--- config.mk ---
export PLATFORM = sky130hd
export DESIGN_NAME = vga_sync_counter
export DESIGN_NICKNAME = d
export VERILOG_FILES = /design/src/rtl/vga_timing_pkg.sv /design/src/rtl/vga_window_cmp.sv /design/src/rtl/vga_sync_counter.sv
export SDC_FILE = /design/constraint.sdc
export NUM_CORES = 1
export LEC_CHECK = 0
export BUFFER_PORTS_ARGS = -buffer_cell sky130_fd_sc_hd__buf_4
export CORE_MARGIN = 2
export CORE_UTILIZATION = 35
export DETAILED_ROUTE_END_ITERATION = 16
export PLACE_DENSITY = 0.71
export SLEW_MARGIN = 20
export SYNTH_ARGS = -nofsm -noshare
export SYNTH_HDL_FRONTEND = slang
export SYNTH_SLANG_ARGS = --single-unit
--- constraint.sdc ---
create_clock -name Clock -period 4.5 [get_ports Clock]
set_input_delay 1.35 -clock Clock [delete_from_list [all_inputs] [get_ports Clock]]
set_output_delay 1.35 -clock Clock [all_outputs]
set_load 0.1 [all_outputs]
--- src/rtl/vga_timing_pkg.sv ---
// Shared 640x480@60 timing constants and elaboration helpers for the VGA timing counters.
// Each axis lists total / active / sync start / sync end, plus the asserted sync level.
package vga_timing_pkg;

    localparam int   DEFAULT_WIDTH  = 10;

    localparam int   H_TOTAL        = 800;
    localparam int   H_ACTIVE       = 640;
    localparam int   H_SYNC_START   = 656;
    localparam int   H_SYNC_END     = 752;
    localparam logic H_SYNC_POL     = 1'b0;

    localparam int   V_TOTAL        = 525;
    localparam int   V_ACTIVE       = 480;
    localparam int   V_SYNC_START   = 490;
    localparam int   V_SYNC_END     = 492;
    localparam logic V_SYNC_POL     = 1'b0;

    // True when every value 0 .. modulus-1 is representable in 'width' bits.
    function automatic bit fits_in_width(input int width, input int modulus);
        return longint'(modulus) <= (longint'(1) << width);
    endfunction

endpackage

--- src/rtl/vga_window_cmp.sv ---
// Half-open window compare: o_in = (LO <= i_x < HI). Bounds may reach 2^WIDTH,
// so the compare is carried out one bit wider than the input.
module vga_window_cmp #(
    parameter int WIDTH = 10,
    parameter int LO    = 0,
    parameter int HI    = 1
) (
    input  logic [WIDTH-1:0] i_x,
    output logic             o_in
);

    localparam logic [WIDTH:0] L_HI = (WIDTH+1)'(HI);

    logic [WIDTH:0] w_x;
    logic           w_below_hi;

    assign w_x        = {1'b0, i_x};
    assign w_below_hi = (w_x < L_HI);

    // A zero lower bound is always met, so it gets no comparator at all.
    generate
        if (LO == 0) begin : g_from_zero
            assign o_in = w_below_hi;
        end else begin : g_window
            localparam logic [WIDTH:0] L_LO = (WIDTH+1)'(LO);
            assign o_in = (w_x >= L_LO) && w_below_hi;
        end
    endgenerate

endmodule

--- src/rtl/vga_sync_counter.sv ---
// Modulo-MODULUS position counter with saturating load, cascade carry (Tc) and
// registered Active/Sync outputs that always describe the current Q.
module vga_sync_counter
    import vga_timing_pkg::*;
#(
    parameter int   WIDTH      = DEFAULT_WIDTH,
    parameter int   MODULUS    = H_TOTAL,
    parameter int   ACTIVE     = H_ACTIVE,
    parameter int   SYNC_START = H_SYNC_START,
    parameter int   SYNC_END   = H_SYNC_END,
    parameter logic SYNC_POL   = H_SYNC_POL
) (
    input  logic             Clock,
    input  logic             Clear,
    input  logic             Count,
    input  logic             Load,
    input  logic [WIDTH-1:0] D,
    output logic [WIDTH-1:0] Q,
    output logic             Tc,
    output logic             Active,
    output logic             Sync
);

    generate
        if (MODULUS < 2) begin : g_err_mod_small
            $error("vga_sync_counter: MODULUS must be at least 2");
        end
        if (!fits_in_width(WIDTH, MODULUS)) begin : g_err_mod_wide
            $error("vga_sync_counter: MODULUS exceeds 2^WIDTH");
        end
        if (ACTIVE < 0 || ACTIVE > MODULUS) begin : g_err_active
            $error("vga_sync_counter: ACTIVE must lie in [0, MODULUS]");
        end
        if (SYNC_START >= SYNC_END || SYNC_END > MODULUS) begin : g_err_sync
            $error("vga_sync_counter: need SYNC_START < SYNC_END <= MODULUS");
        end
    endgenerate

    localparam logic [WIDTH:0]   L_MOD_EXT = (WIDTH+1)'(MODULUS);
    localparam logic [WIDTH-1:0] L_Q_MAX   = WIDTH'(MODULUS - 1);

    logic [WIDTH-1:0] r_q;
    logic             r_active;
    logic             r_sync;

    logic             w_at_max;
    logic             w_d_in_range;
    logic [WIDTH-1:0] w_d_sat;
    logic [WIDTH-1:0] w_q_next;
    logic             w_in_active;
    logic             w_in_sync;

    assign w_at_max     = (r_q == L_Q_MAX);
    // D is widened so the range test stays correct when MODULUS == 2^WIDTH.
    assign w_d_in_range = ({1'b0, D} < L_MOD_EXT);
    assign w_d_sat      = w_d_in_range ? D : L_Q_MAX;

    always_comb begin
        w_q_next = r_q;
        if (Load) begin
            w_q_next = w_d_sat;
        end else if (Count) begin
            w_q_next = w_at_max ? '0 : r_q + 1'b1;
        end
    end

    // Carry is asserted only in the cycle whose edge wraps this counter to 0.
    assign Tc = Count & ~Load & w_at_max;

    vga_window_cmp #(
        .WIDTH (WIDTH),
        .LO    (0),
        .HI    (ACTIVE)
    ) u_active_win (
        .i_x   (w_q_next),
        .o_in  (w_in_active)
    );

    vga_window_cmp #(
        .WIDTH (WIDTH),
        .LO    (SYNC_START),
        .HI    (SYNC_END)
    ) u_sync_win (
        .i_x   (w_q_next),
        .o_in  (w_in_sync)
    );

    // Windows are evaluated on the next count so the flops line up with Q.
    always_ff @(posedge Clock or negedge Clear) begin
        if (!Clear) begin
            r_q      <= '0;
            r_active <= 1'b1;
            r_sync   <= ~SYNC_POL;
        end else begin
            r_q      <= w_q_next;
            r_active <= w_in_active;
            r_sync   <= w_in_sync ? SYNC_POL : ~SYNC_POL;
        end
    end

    assign Q      = r_q;
    assign Active = r_active;
    assign Sync   = r_sync;

endmodule

==> impl_results.md, run 1 <==
* Gr ovfl total at 0
* Startpoint types: input pin
* Max IR drop VDD at 0.000164 V
* Period utilization at 85.3%
* Most common cell on crit path: buf_4
* Final slew viol count at 0
* Clock Latency Late Sink at 280 ps
* Die X at 50.4 um
* Pleak at 0.431 nW
* Slew headroom at 70.0%
* Crit Path Category: input pin to output pin
* Initial Utilization at 37.6%
* Share of cells above drive strength 1 at 36.9%
* Arrival time worst endpoint at 2490 ps
* Int Pwr at 198 uW
* Commonest cells after routing, fill and taps aside: 26 x buf_4, 10 x dfrtp_1, 10 x nand2_1, 4 x o21ai_0, 4 x o22a_1
* Dpl cell area at 962 sq um
* Post-synth top flop: dfrtp_1
* Commonest non-fill, non-tap cell in the layout: buf_4
* Fmax at 0.261 GHz
* Worst-Margin Slew at 443 ps
* Worst Path Max Fanout at 7
* Crit path buffers/inverters at 2
* Routed len/inst at 15.0 um
* Status: finished, final reports clean
* Crit end category: output pin
* Layout area overhead at 30.9%
* Sequential cell area fraction in the yosys report at 40.3%
* WP data required at 3150 ps
* Post-DP HPWL at 1530 um
* Worst path cell trace: buf_4 -> and4_2 -> and4_1 -> nor2b_2 -> buf_4
* Antenna Cells at 0
* CP peak stage delay at 300 ps
* P per Cell Area at 392 nW/um^2
* GRT Overall Usage at 17.0%
* CTS buffer count at 3
* Vias in the first global route at 696
* Input/output buffers at 26
* Drc violations at 0
* Fill cells at 204
* Clk sink count at 12
* CP max stage cell: and4_2
* Initial antenna violation count at 0
* Cell Rows at 16
* P_sw at 188 uW
* ANT nets after route at 0
* Synth Cell Area at 752 sq um
* Clock slew at reported path FFs at 80 ps
* Cells after Synth at 77
* Finished Cell Area at 985 sq um
* Die height at 50.4 um
* Post-CTS sizing at 0
* Switching share of power at 48.6%
* Final wirelength at 1950 um
* DR vias at 739
* GPL Wtd Cong at 0.871
* Hold-fix buffers, CTS at 0
* First-pass GRT wire length at 3250 um
* DR pass1 iterations at 4
* Hold Vio Cnt, Final at 0
* Yosys reg bits at 12
* Sequential share of power at 36.9%
* DIE AREA at 2540 sq um
* Fin nets at 120
* Setup bufs post-CTS at 0
* Synth cell types at 40
* Mapped Nets at 92
* Initial DRC count at 21
* Synth Area per Inst at 9.77 sq um
* H-tree depth at 1
* Crit path max-delay family: simple AND/OR/NAND/NOR gates
* Fin Setup TNS at 0 ps
* Max clock buf depth at 2
* Final setup vio count at 0
* RSZ-0062 raised after global routing: false
* Clock Power Share at 17.8%
* I/O pin count at 27
* Number of synthesized flops with an enable pin at 0
* Total core area at 2000 sq um
* Root Driver: clkbuf_4
* Comb pwr share at 45.3%
* Post-synthesis async set-or-reset flop share at 100%
* Max Cap Violations at 0
* DR vias/cell at 5.68
* CTS tree: built
* Min Clock Period, post-route at 3840 ps
* Min-Delay Path Class: flop to flop
* Clock Skews at 0.548 ps
* Largest net degree at the start of global routing at 17
* Ys Warns at 0
-- per-stage QoR --
stage	setup slack (ps)	power (mW)	std cells	hold WS, ps	utilization, %
2_1_floorplan	352	0.276	77	1050	-
3_5_place_dp	667	0.320	127	745	48.1
3_3_place_gp	667	0.317	127	733	48.1
6_report	661	0.386	130	765	49.2
5_1_grt	580	0.401	130	806	49.2
4_1_cts	661	0.386	130	760	49.2
-- worst paths after layout --
| path | startpoint | end | slack [ps] | cells past startpoint |
|---|---|---|---|---|
| max | Count | Tc | 660 | 5 |
| min | Q[5] | Q[6] | 760 | 2 |
| max reg2reg | Q[5] | Sync | 2510 | 5 |
| min reg2reg | Q[5] | Q[6] | 760 | 2 |
| max in group asynchronous | Clear | Sync | 3380 | 1 |
| min in group asynchronous | Clear | Q[1] | 890 | 1 |
-- cell type report --
cell class	count	area [sq um]	share of cell area, %
clock buffer	3	22.5	2.29
tap	27	33.8	3.43
inverter	3	11.3	1.14
timing repair buffer	26	195	19.8
multi-input combinational	59	419	42.6
sequential	12	303	30.7
-- per-layer routing --
layer,track usage [%],up-vias,wire length (um)
met4,7.66,0,38
met3,2.68,8,93
li1,-,352,-
met5,0,-,0
met2,27.4,31,956
met1,22.4,348,858
-- flip-flops by register name (all words and copies together), names as in the netlist --
name	flops
Q	10
Sync	1
Active	1
-- logic make-up after synthesis --
kind of cell,count (synthesis),share of synthesized area [%]
flops,12,40.3
fa+ha+maj,1,1.66
xor+xnor,3,3.49
simple gates,34,28.6
compound gates,20,20.3
mux,1,1.33
buf+inv,6,4.32
-- worst reg2reg max path, delay by kind of cell (launching register included) --
| kind | cells | cell delay [ps] |
|---|---|---|
| simple gates | 4 | 1300 |
| flops | 1 | 470 |
| compound gates | 1 | 150 |
-- power groups by stage --
stage | clock, mW | combinational (mW) | sequential [mW]
after floorplan | 0 | 0.0459 | 0.230
after global placement | 0 | 0.174 | 0.143
after detailed placement | 0 | 0.175 | 0.144
after CTS | 0.0679 | 0.176 | 0.142
after global routing | 0.0723 | 0.183 | 0.146
final | 0.0690 | 0.175 | 0.142
-- synthesized netlist by cell type, types with 2 or more instances --
library cell  number  share of area (%)
xor2_1             2                2.3
inv_1              3                1.5
o21ai_0            4                2.7
and3_1             2                1.7
nand2_1           10                5.0
o22a_1             4                4.7
dfrtp_1           10                 33
nor2b_1            2                1.7
nand4_1            3                2.5
nand3_1            3                2.0
dfstp_2            2                7.0
and4_1             2                2.3
or4_1              2                2.0
nor2_1             2                1.0
Power figures use the tool's default switching activity.
==> run 2, diff against run 1 <==
Settings changed: BUFFER_PORTS_ARGS -buffer_cell sky130_fd_sc_hd__buf_4 to -buffer_cell sky130_fd_sc_hd__buf_2.
==> impl_results.md, run 2 (synthesis results as in run 1) <==
* Clock slew at reported path FFs at 80 ps
* Startpoint types: input pin
* RSZ-0062 raised after global routing: false
* Routed len/inst at 14.2 um
* DIE AREA at 2540 sq um
* Arrival time worst endpoint at 2670 ps
* Final slew viol count at 0
* Initial DRC count at 25
* GPL Wtd Cong at 0.834
* Crit Reg-Reg Endpoint: Sync
* Max clock buf depth at 2
* Slew headroom at 68.9%
* Fin nets at 120
* Sequential share of power at 36.2%
* Min Clock Period, post-route at 4020 ps
* H-tree depth at 1
* Hold-fix buffers, CTS at 0
* Hold Vio Cnt, Final at 0
* Max reg flops at 10
* Antenna Cells at 0
* Cell Rows at 16
* Switching share of power at 47.4%
* Worst-Margin Slew at 459 ps
* P per Cell Area at 419 nW/um^2
* Clock Skews at 0.529 ps
* Layout area overhead at 24.1%
* Input/output buffers at 26
* Worst Path Max Fanout at 7
* Crit Path Category: input pin to output pin
* DR vias at 732
* Fin Setup TNS at 0 ps
* Commonest cells after routing, fill and taps aside: 26 x buf_2, 10 x dfrtp_1, 10 x nand2_1, 4 x o21ai_0, 4 x o22a_1
* Pleak at 0.415 nW
* First-pass GRT wire length at 3170 um
* Final wirelength at 1860 um
* Max IR drop VDD at 0.000164 V
* Comb pwr share at 42.0%
* Initial antenna violation count at 0
* Post-CTS sizing at 0
* Total core area at 2000 sq um
* Post-DP HPWL at 1410 um
* Root Driver: clkbuf_4
* Max Cap Violations at 0
* Critical Path Start: Count
* Largest net degree at the start of global routing at 17
* Fmax at 0.249 GHz
* Period utilization at 89.3%
* Die height at 50.4 um
* GRT Overall Usage at 16.5%
* Min-Delay Path Class: flop to flop
* Clk sink count at 12
* Final setup vio count at 0
* Critical Path Sink: Tc
* ANT nets after route at 0
* FF-to-FF path depth at 5
* Hold WS at 761 ps
* Status: finished, final reports clean
* Share of cells above drive strength 1 at 37.5%
* Drc violations at 0
* P_sw at 185 uW
* WP data required at 3150 ps
* Setup bufs post-CTS at 0
* Vias in the first global route at 688
* DR vias/cell at 5.59
* Clock Latency Late Sink at 270 ps
* Commonest non-fill, non-tap cell in the layout: buf_2
* Crit end category: output pin
* Gr ovfl total at 0
* DR pass1 iterations at 4
* CTS buffer count at 3
* I/O pin count at 27
* Die X at 50.4 um
* Initial Utilization at 37.6%
* Clock Power Share at 21.9%
* R2R Setup Slk at 2520 ps
* CTS tree: built
* Int Pwr at 206 uW
* Worst R2R Start: Q[5]
-- run 2: cell count changes in the layout (fill, tap and decap cells not counted) --
cell	before	now
buf_2	0	26
buf_4	26	0
clkbuf_8	0	1
-- run 2: critical path: stages --
cell and delay (ps):
buf_2 150, and4_2 310, and4_1 270, nor2b_2 150, buf_2 420
-- run 2: layout make-up --
cell class | instances | area (sq um)
clock buffers | 4 | 36.3
fillers | 203 | 1070
repair buffers | 26 | 130
inverters | 3 | 11.3
multi-input cells | 59 | 419
well taps | 27 | 33.8
flip-flops and latches | 12 | 303
-- run 2: worst min path at each step --
stage / startpoint / endpoint / cells after the start
2_1_floorplan: Clear / Q[0] / 0
3_3_place_gp: Q[5] / Q[6] / 2
3_5_place_dp: Q[5] / Q[6] / 2
4_1_cts: Q[5] / Q[6] / 2
5_1_grt: Q[5] / Q[6] / 2
6_report: Q[0] / Q[0] / 2
-- run 2: stage by stage --
step / setup WS, ps / utilization (%) / total power [mW] / instance area, sq um / std cells
finish: 483 / 46.6 / 0.391 / 933 / 131
global route: 427 / 46.6 / 0.411 / 933 / 131
CTS: 483 / 46.6 / 0.394 / 933 / 131
detailed placement: 486 / 44.8 / 0.307 / 897 / 127
global placement: 504 / 44.8 / 0.306 / 897 / 127
floorplan: 352 / - / 0.276 / 754 / 77
-- run 2: power by group through the flow --
stage | combinational [mW] | sequential (mW) | clock [mW]
floorplan | 0.0459 | 0.230 | 0
finish | 0.164 | 0.142 | 0.0855
CTS | 0.164 | 0.141 | 0.0881
global route | 0.173 | 0.145 | 0.0934
detailed placement | 0.164 | 0.143 | 0
global placement | 0.163 | 0.143 | 0
-- run 2: layer usage --
| layer | share of wire, % | track usage, % | vias up |
|---|---|---|---|
| met5 | 0 | 0 | - |
| met4 | 1.0 | 6.76 | 0 |
| met3 | 4.1 | 2.68 | 2 |
| met2 | 48 | 26.5 | 25 |
| met1 | 46 | 22.0 | 351 |
| li1 | - | - | 354 |
==> run 3, diff against run 2 <==
Settings changed: REMOVE_ABC_BUFFERS set to 1.
==> impl_results.md, run 3 (synthesis results as in run 1) <==
* Place WS at 500 ps
* CP peak stage delay at 430 ps
* Post-route core utilization at 46.0%
* CP max stage cell: buf_2
* Worst Path Max Fanout at 7
* Crit Path Category: input pin to output pin
* DR pass1 iterations at 4
* RSZ-0062 raised after global routing: false
* Input/output buffers at 26
* Clock Latency Late Sink at 270 ps
* Arrival time worst endpoint at 2660 ps
* Initial antenna violation count at 0
* P per Cell Area at 407 nW/um^2
* Int Pwr at 191 uW
* Clock Skews at 12.0 ps
* H-tree depth at 1
* Commonest non-fill, non-tap cell in the layout: buf_2
* Drc violations at 0
* Vias in the first global route at 699
* Layout area overhead at 22.5%
* Power Total at 375 uW
* Post-CTS sizing at 0
* CTS buffer count at 3
* Min-Delay Path Class: flop to flop
* I/O pin count at 27
* Clk sink count at 12
* Crit end category: output pin
* Commonest cells after routing, fill and taps aside: 26 x buf_2, 10 x dfrtp_1, 10 x nand2_1, 4 x o21ai_0, 4 x o22a_1
* R2R Setup Slk at 2580 ps
* Clock slew at reported path FFs at 80 ps
* Die X at 50.4 um
* Final slew viol count at 0
* P_sw at 184 uW
* Antenna Cells at 0
* Max clock buf depth at 2
* Final setup vio count at 0
* Dpl cell area at 895 sq um
* Setup bufs post-CTS at 0
* Cell Rows at 16
* Root Driver: clkbuf_4
* Hold WS at 743 ps
* Finished Cell Area at 921 sq um
* Die height at 50.4 um
* Placed instance count at 127
* Most common cell on crit path: buf_2
* Total core area at 2000 sq um
* Startpoint types: input pin
* GRT Overall Usage at 15.9%
* Clock Power Share at 18.8%
* Gr ovfl total at 0
* Switching share of power at 49.0%
* ANT nets after route at 0
* Post-DP HPWL at 1330 um
* Share of cells above drive strength 1 at 35.6%
* DIE AREA at 2540 sq um
* Initial DRC count at 14
* Worst path cell trace: buf_2 -> and4_2 -> and4_1 -> nor2b_1 -> buf_2
* Max reg flops at 10
* Fin nets at 120
* Largest net degree at the start of global routing at 17
* Routed len/inst at 13.4 um
* Final wirelength at 1750 um
* DR vias at 723
* Hold Vio Cnt, Final at 0
* Final worst slack at 493 ps
* Initial Utilization at 37.6%
* Fill cells at 202
* First-pass GRT wire length at 3040 um
* Period utilization at 89.1%
* Max IR drop VDD at 0.000183 V
* DR vias/cell at 5.52
* Fmax at 0.250 GHz
* GPL Wtd Cong at 0.869
* WP data required at 3150 ps
* Worst-Margin Slew at 485 ps
* Sequential share of power at 37.7%
* Pleak at 0.409 nW
* CTS tree: built
* Fin Setup TNS at 0 ps
* Non-filler cells, final at 131
* Slew headroom at 67.9%
* Min Clock Period, post-route at 4010 ps
* Comb pwr share at 43.6%
* Max Cap Violations at 0
* Status: finished, final reports clean
* Hold-fix buffers, CTS at 0
-- run 3: worst paths after layout --
check | endpoint | from | cells past startpoint
max reg2reg | Sync | Q[5] | 5
min in group asynchronous | Q[2] | Clear | 1
min reg2reg | Q[6] | Q[5] | 2
min | Q[6] | Q[5] | 2
max | Tc | Count | 5
max in group asynchronous | Active | Clear | 1
-- run 3: critical path, delay by kind of cell --
family                 cells  cell delay [ps]
buffers and inverters      2              580
and+or+nand+nor            3              720
-- run 3: layer usage --
metal	up-vias	track usage [%]	part of all wire, %
met1	349	20.9	47
met3	4	2.08	3.6
li1	350	-	-
met2	20	24.3	47
met5	-	0	0
met4	0	10.8	2.2
-- run 3: layout make-up --
type | count | area, sq um | area share, %
multi-input combinational | 59 | 417 | 45.2
sequential | 12 | 303 | 32.9
timing repair buffer | 26 | 130 | 14.1
tap | 27 | 33.8 | 3.67
clock buffer | 4 | 26.3 | 2.85
inverter | 3 | 11.3 | 1.22
-- run 3: power by group through the flow --
stage | sequential (mW) | combinational [mW] | clock [mW]
2_1_floorplan | 0.232 | 0.0394 | 0
3_3_place_gp | 0.142 | 0.162 | 0
3_5_place_dp | 0.143 | 0.164 | 0
4_1_cts | 0.141 | 0.164 | 0.0723
5_1_grt | 0.143 | 0.173 | 0.0805
6_report | 0.141 | 0.163 | 0.0704
